`src/rtl/cyborg65r2_i2c_pkg.sv`:
```
// Shared types and constants for the CYBORG65R2 I2C master.
// Holds the FSM state enum, register-map limits, quarter/byte encodings.
package cyborg65r2_i2c_pkg;

    typedef enum logic [3:0] {
        ST_IDLE,
        ST_START,
        ST_TX_BYTE,
        ST_GET_ACK,
        ST_RSTART,
        ST_RX_BYTE,
        ST_SEND_NACK,
        ST_STOP,
        ST_DONE
    } state_t;

    localparam logic [4:0] REG_RW_LAST  = 5'd23;
    localparam logic [4:0] REG_RO_FIRST = REG_RW_LAST + 5'd1;

    // Quarter encodings inside one bit slot
    localparam logic [1:0] Q0 = 2'd0;
    localparam logic [1:0] Q1 = 2'd1;
    localparam logic [1:0] Q2 = 2'd2;
    localparam logic [1:0] Q3 = 2'd3;

    // Which byte of the frame is on the wire
    localparam logic [1:0] BY_ADDR_W = 2'd0;
    localparam logic [1:0] BY_REG    = 2'd1;
    localparam logic [1:0] BY_DATA   = 2'd2;
    localparam logic [1:0] BY_ADDR_R = 2'd3;

    localparam logic [6:0] DEFAULT_DEV_ADDR = 7'h52;

    function automatic logic is_ro(input logic [4:0] a);
        return (a >= REG_RO_FIRST);
    endfunction

endpackage

```
`src/rtl/cyborg65r2_i2c_master_qtick.sv`:
```
// Quarter-period timer: counts CLK_DIV cycles per quarter, 4 quarters/slot.
// Ports: i_clk, i_reset, i_run (hold at q0 when low), o_q, o_q_last, o_slot_end.
module cyborg65r2_i2c_qtick
    import cyborg65r2_i2c_pkg::*;
#(
    parameter int CLK_DIV = 25
) (
    input  logic       i_clk,
    input  logic       i_reset,
    input  logic       i_run,
    output logic [1:0] o_q,
    output logic       o_q_last,
    output logic       o_slot_end
);

    localparam int CW = (CLK_DIV > 1) ? $clog2(CLK_DIV) : 1;

    logic [CW-1:0] r_cnt;
    logic [1:0]    r_q;

    assign o_q        = r_q;
    assign o_q_last   = (r_cnt == CW'(CLK_DIV - 1));
    assign o_slot_end = o_q_last && (r_q == Q3);

    always_ff @(posedge i_clk) begin
        if (i_reset || !i_run) begin
            r_cnt <= '0;
            r_q   <= Q0;
        end else if (o_q_last) begin
            r_cnt <= '0;
            r_q   <= r_q + 2'd1;
        end else begin
            r_cnt <= r_cnt + 1'b1;
        end
    end

endmodule

```
`src/rtl/cyborg65r2_i2c_master.sv`:
```
// I2C bus master for single-register write/read of the CYBORG65R2 slave.
// Ports: clk/reset, cmd_* request, rsp_* response, busy, scl_out/sda_out/sda_in.
module cyborg65r2_i2c_master
    import cyborg65r2_i2c_pkg::*;
#(
    parameter int         CLK_DIV  = 25,
    parameter logic [6:0] DEV_ADDR = DEFAULT_DEV_ADDR
) (
    input  logic       clk,
    input  logic       reset,
    input  logic       cmd_valid,
    output logic       cmd_ready,
    input  logic       cmd_rw,
    input  logic [4:0] cmd_reg_addr,
    input  logic [7:0] cmd_wdata,
    output logic       rsp_valid,
    output logic [7:0] rsp_rdata,
    output logic       rsp_err,
    output logic       busy,
    output logic       scl_out,
    output logic       sda_out,
    input  logic       sda_in
);

    state_t     r_state;
    state_t     w_next;
    logic       r_ready;
    logic       r_rw;
    logic [4:0] r_reg;
    logic [7:0] r_wdata;
    logic [7:0] r_shift;
    logic [2:0] r_bit;
    logic [1:0] r_byte;
    logic       r_nack;
    logic       r_err;
    logic [7:0] r_rdata;

    logic       w_run;
    logic [1:0] w_q;
    logic       w_q_last;
    logic       w_slot_end;
    logic       w_sample;
    logic       w_scl_hi;
    logic       w_accept;
    logic       w_scl;
    logic       w_sda;

    assign w_run    = (r_state != ST_IDLE) && (r_state != ST_DONE);
    assign w_sample = w_q_last && (w_q == Q1);
    assign w_scl_hi = (w_q == Q1) || (w_q == Q2);
    assign w_accept = (r_state == ST_IDLE) && cmd_valid && r_ready;

    cyborg65r2_i2c_qtick #(
        .CLK_DIV (CLK_DIV)
    ) u_qtick (
        .i_clk      (clk),
        .i_reset    (reset),
        .i_run      (w_run),
        .o_q        (w_q),
        .o_q_last   (w_q_last),
        .o_slot_end (w_slot_end)
    );

    always_comb begin
        w_next = r_state;
        w_scl  = 1'b1;
        w_sda  = 1'b1;
        unique case (r_state)
            ST_IDLE: begin
                if (w_accept) begin
                    w_next = (!cmd_rw && is_ro(cmd_reg_addr)) ? ST_DONE : ST_START;
                end
            end
            ST_START: begin
                w_scl = (w_q != Q3);
                w_sda = (w_q == Q0) || (w_q == Q1);
                if (w_slot_end) w_next = ST_TX_BYTE;
            end
            ST_RSTART: begin
                w_scl = w_scl_hi;
                w_sda = (w_q == Q0) || (w_q == Q1);
                if (w_slot_end) w_next = ST_TX_BYTE;
            end
            ST_TX_BYTE: begin
                w_scl = w_scl_hi;
                w_sda = r_shift[7];
                if (w_slot_end && r_bit == 3'd0) w_next = ST_GET_ACK;
            end
            ST_GET_ACK: begin
                w_scl = w_scl_hi;
                if (w_slot_end) begin
                    if (r_nack) begin
                        w_next = ST_STOP;
                    end else begin
                        unique case (r_byte)
                            BY_ADDR_W: w_next = ST_TX_BYTE;
                            BY_REG:    w_next = r_rw ? ST_RSTART : ST_TX_BYTE;
                            BY_DATA:   w_next = ST_STOP;
                            BY_ADDR_R: w_next = ST_RX_BYTE;
                            default:   w_next = ST_STOP;
                        endcase
                    end
                end
            end
            ST_RX_BYTE: begin
                w_scl = w_scl_hi;
                if (w_slot_end && r_bit == 3'd0) w_next = ST_SEND_NACK;
            end
            ST_SEND_NACK: begin
                w_scl = w_scl_hi;
                if (w_slot_end) w_next = ST_STOP;
            end
            ST_STOP: begin
                w_scl = (w_q != Q0);
                w_sda = (w_q == Q3);
                if (w_slot_end) w_next = ST_DONE;
            end
            ST_DONE: w_next = ST_IDLE;
            default: w_next = ST_IDLE;
        endcase
    end

    always_ff @(posedge clk) begin
        if (reset) begin
            r_state <= ST_IDLE;
            r_ready <= 1'b0;
            r_rw    <= 1'b0;
            r_reg   <= '0;
            r_wdata <= '0;
            r_shift <= '0;
            r_bit   <= 3'd7;
            r_byte  <= BY_ADDR_W;
            r_nack  <= 1'b0;
            r_err   <= 1'b0;
            r_rdata <= '0;
        end else begin
            r_state <= w_next;
            // Ready is registered so it stays low during reset
            r_ready <= (w_next == ST_IDLE);
            case (r_state)
                ST_IDLE: begin
                    if (w_accept) begin
                        r_rw    <= cmd_rw;
                        r_reg   <= cmd_reg_addr;
                        r_wdata <= cmd_wdata;
                        r_err   <= !cmd_rw && is_ro(cmd_reg_addr);
                        r_nack  <= 1'b0;
                        r_byte  <= BY_ADDR_W;
                        r_shift <= {DEV_ADDR, 1'b0};
                        r_bit   <= 3'd7;
                    end
                end
                ST_TX_BYTE: begin
                    if (w_slot_end) begin
                        r_shift <= {r_shift[6:0], 1'b0};
                        r_bit   <= r_bit - 3'd1;
                    end
                end
                ST_GET_ACK: begin
                    if (w_sample) r_nack <= sda_in;
                    if (w_slot_end) begin
                        r_bit <= 3'd7;
                        if (r_nack) begin
                            r_err <= 1'b1;
                        end else if (r_byte == BY_ADDR_W) begin
                            r_byte  <= BY_REG;
                            r_shift <= {3'b000, r_reg};
                        end else if (r_byte == BY_REG) begin
                            // Read reloads the address byte now; it goes out after RSTART
                            r_byte  <= r_rw ? BY_ADDR_R : BY_DATA;
                            r_shift <= r_rw ? {DEV_ADDR, 1'b1} : r_wdata;
                        end
                    end
                end
                ST_RX_BYTE: begin
                    if (w_sample) r_shift <= {r_shift[6:0], sda_in};
                    if (w_slot_end) r_bit <= r_bit - 3'd1;
                end
                ST_STOP: begin
                    if (w_slot_end && r_rw && !r_err) r_rdata <= r_shift;
                end
                default: ;
            endcase
        end
    end

    assign cmd_ready = r_ready;
    assign busy      = (r_state != ST_IDLE);
    assign rsp_valid = (r_state == ST_DONE);
    assign rsp_err   = (r_state == ST_DONE) && r_err;
    assign rsp_rdata = r_rdata;
    assign scl_out   = w_scl;
    assign sda_out   = w_sda;

endmodule

```
`config.mk`:
```
export PLATFORM = sky130hd
export DESIGN_NAME = cyborg65r2_i2c_master
export DESIGN_NICKNAME = d
export VERILOG_FILES = /design/src/rtl/cyborg65r2_i2c_pkg.sv /design/src/rtl/cyborg65r2_i2c_master_qtick.sv /design/src/rtl/cyborg65r2_i2c_master.sv
export SDC_FILE = /design/constraint.sdc
export NUM_CORES = 1
export LEC_CHECK = 0
export ABC_AREA = 1
export ABC_CLOCK_PERIOD_IN_PS = 1800
export CAP_MARGIN = 20
export CORE_MARGIN = 1
export CORE_UTILIZATION = 50
export CTS_CLUSTER_SIZE = 40
export DETAILED_ROUTE_END_ITERATION = 6
export PLACE_DENSITY = 0.76
export SYNTH_ARGS = -nofsm -noshare
export SYNTH_HDL_FRONTEND = slang
export SYNTH_SLANG_ARGS = --single-unit
```
`constraint.sdc`:
```
create_clock -name clk -period 1.8 [get_ports clk]
set_clock_uncertainty 0.1 [all_clocks]
set_input_delay 0.18 -clock clk [delete_from_list [all_inputs] [get_ports clk]]
set_output_delay 0.18 -clock clk [all_outputs]
set_load 0.005 [all_outputs]
```
==> flow_metrics.tcl <==
set metrics [dict create \
    outcome "complete, no violations" \
    setup_tns_ps 0 \
    grt_use_total_pct 24.3 \
    relSlewSlack_pct 71.9 \
    die_w_um 73.0 \
    io_pins 32 \
    synth_fa_ha_area_share_pct 3.47 \
    start_kind "flip-flop" \
    clk_pin_slew_ps 90 \
    cts_made_buffers 5 \
    yosysSeqAreaShare_pct 38.9 \
    netlist_area_um2 2520 \
    critPathTopFamily "flip-flops" \
    cts_tree "done" \
    synth_top_family_by_area "simple AND/OR/NAND/NOR gates" \
    hold_depth 2 \
    r2r_end "r_state[0]" \
    core_area_um2 4790 \
    ctsLongestPathBuffers 2 \
    ir_drop_uv 447 \
    r2r_cells 10 \
    hp-class "reg2reg" \
    max_freq_ghz 0.563 \
    crit_buf_inv 3 \
    timing.rr.start "u_qtick.o_q[0]" \
    crit_top_cell "inv_2" \
    pre_cts_slack_ps -57.5 \
    slew_violations 0 \
    syn_nets 392 \
    leakagePower_uw 0.00147 \
    drtIter0Drc 148 \
    drc_errors 0 \
    required_ps 1520 \
    routed_wl_um 6440 \
    cts_sinks 49 \
    ant_nets 0 \
    endpoint_kind "primary output" \
    grt_pass1_wl_um 10000 \
    synth_warnings 0 \
    crit_fanout 4 \
    dpl.hpwl_um 4430 \
    diodes 0 \
    fin_crit_sh_pct 98.7 \
    grt_pass1_vias 2205 \
    synth_compound_area_share_pct 17.1 \
    synth-seq-cells 49 \
    antenna_found_initial 0 \
    netlist_instances 367 \
    ctsHtreeMaxLevel 2 \
    r2r_slack_ps 40 \
    p_per_area_nw_per_um2 674 \
    start_util_pct 52.7 \
    max_stage_delay_ps 370 \
    hold_viol 0 \
    nets 457 \
    maxCapViolations 0 \
    clk_latency_ps 310 \
    grt_start_max_net_pins 21 \
    viasPerCell 5.14 \
    rows 25 \
    synth-simple-area-share_pct 28.8 \
    cp_cell_sequence "inv_2, nand2_2, o21ai_4, inv_2, nand3_1, o2111ai_1, clkdlybuf4s15_1" \
    drive_above_1_share_pct 23.6 \
    dr_total_vias 2571 \
    fp.dieH_um 73.0 \
    post-route-min-period_ps 1780 \
    synthDistinctLibCells 33 \
    min_to "rsp_rdata[7]" \
    syn_avg_cell_area_um2 6.88 \
    grt-ovfl-total 0 \
    io_buffers 31 \
    synth_mux_area_share_pct 0 \
    synth_xor_area_share_pct 1.04 \
    wl_per_cell_um 12.9 \
    path_class "reg2out" \
    dr.pass1.iters 6 \
    setup_viol 0 \
    area_delta_synth_final_pct 35.2 \
    timing.final.ws_setup_ps 22.9 \
    hold_start "rsp_rdata[7]" \
    critical_path_arrival_ps 1500 \
    rsz0062_at_grt "yes" \
    tightest_slew_ps 420 \
    die_area_um2 5340 \
    cp_slowest_cell "dfxtp_4" \
    cts_root_buf "clkbuf_8" \
    gp_congestion 0.884 \
    final_util_pct 71.3 \
]
[worst reg2reg max path: stages (launching register included)]
cell and delay, ps:
dfxtp_2 360, buf_4 140, ha_4 150, inv_2 60, nor3_4 270, nand2_2 110, nand2_2 70, inv_2 30
nor2_1 80, nand3_1 110, and2_1 180
[cells in the final DEF (no fill, tap or decap), types with 2 or more instances in the layout]
cell	instances
buf_4	33
nor2_1	57
nor3_1	5
clkbuf_8	5
inv_1	39
nand2_2	9
dfxtp_1	41
nand3_2	2
dlygate4sd2_1	2
inv_4	3
nand3_1	21
o21ai_1	9
inv_2	12
ha_1	3
a21oi_1	28
ha_4	3
xor2_1	2
nor2_2	4
nor2_4	6
nand4_2	2
dfxtp_2	4
buf_6	2
o221ai_1	3
nand2_1	51
dfxtp_4	4
o2111ai_1	2
clkdlybuf4s50_1	26
nand2_4	4
o21ai_0	31
o211ai_1	3
[layer usage]
layer,up-vias,wire [um],global-route usage (%)
met5,-,0,0
met4,0,124,7.63
met3,11,326,4.56
met2,79,3070,38.5
met1,1160,2920,33.4
li1,1321,-,-
[repair_timing]
| action | 4_1_cts | 5_1_grt |
|---|---|---|
| endpoints found under the setup margin | 10 | 29 |
| pin swaps | 5 | 12 |
| resized for setup | 23 | 48 |
| gates cloned | 0 | 1 |
| setup buffers | 2 | 4 |
| hold buffers | 0 | 0 |
[per-stage QoR]
step	area, um2	std cells	hold WS [ps]	power, uW
6_report	3410	500	346	2300
5_1_grt	3410	500	368	2400
4_1_cts	3220	495	350	2290
3_5_place_dp	3070	485	336	1500
3_3_place_gp	3070	485	333	1490
2_1_floorplan	2520	367	215	1390
[synth_stat cells]
library cell | count | area share, %
a21oi_1 | 28 | 5.6
a22oi_1 | 1 | 0.30
and2_1 | 1 | 0.25
buf_2 | 2 | 0.40
buf_4 | 1 | 0.30
buf_6 | 3 | 1.3
clkbuf_1 | 3 | 0.45
clkinv_1 | 1 | 0.15
dfxtp_1 | 49 | 39
ha_1 | 7 | 3.5
inv_1 | 46 | 6.8
inv_2 | 7 | 1.0
inv_4 | 1 | 0.25
nand2_1 | 59 | 8.8
nand2_2 | 4 | 0.99
nand2_4 | 1 | 0.45
nand3_1 | 22 | 4.4
nand3_2 | 1 | 0.40
nand4_2 | 2 | 0.99
nor2_1 | 62 | 9.2
nor2_2 | 4 | 0.99
nor2_4 | 1 | 0.45
nor3_1 | 5 | 0.99
nor3_4 | 1 | 0.64
nor3b_1 | 1 | 0.30
o2111ai_1 | 2 | 0.69
o211ai_1 | 3 | 0.89
o21ai_0 | 38 | 7.5
o21ai_1 | 4 | 0.79
o221ai_1 | 3 | 1.0
o22ai_1 | 1 | 0.25
xnor2_1 | 1 | 0.35
xor2_1 | 2 | 0.69
[cell type report]
class	count	area [um2]
clock buffer	5	68.8
inverter	55	214
tap	67	83.8
multi-input combinational	255	1430
sequential	49	1000
timing repair buffer	66	576
fill	397	1370
clock inverter	3	43.8
[cell families after synthesis]
kind of cell / Yosys count
AO/OA/AOI/OAI: 80
flip-flops: 49
adder cells (fa/ha/maj): 7
XOR/XNOR: 3
buffers and inverters: 64
AND/OR/NAND/NOR: 164
[worst max path at each step]
| stage | from | to | cells past startpoint |
|---|---|---|---|
| after floorplan | u_qtick.r_cnt[0] | r_bit[0] | 12 |
| after global placement | r_state[0] | sda_out | 5 |
| after detailed placement | r_state[0] | sda_out | 5 |
| after CTS | r_state[3] | sda_out | 7 |
| after global routing | r_state[1] | sda_out | 7 |
| final | r_state[1] | sda_out | 7 |
[where the power goes]
part | leakage (uW) | internal [uW] | switching [uW]
logic | 0.00100 | 136 | 175
registers | 0.000405 | 1140 | 42.7
clock network | 0.0000585 | 417 | 391
Note: power is estimated with default switching activity, not from simulation.
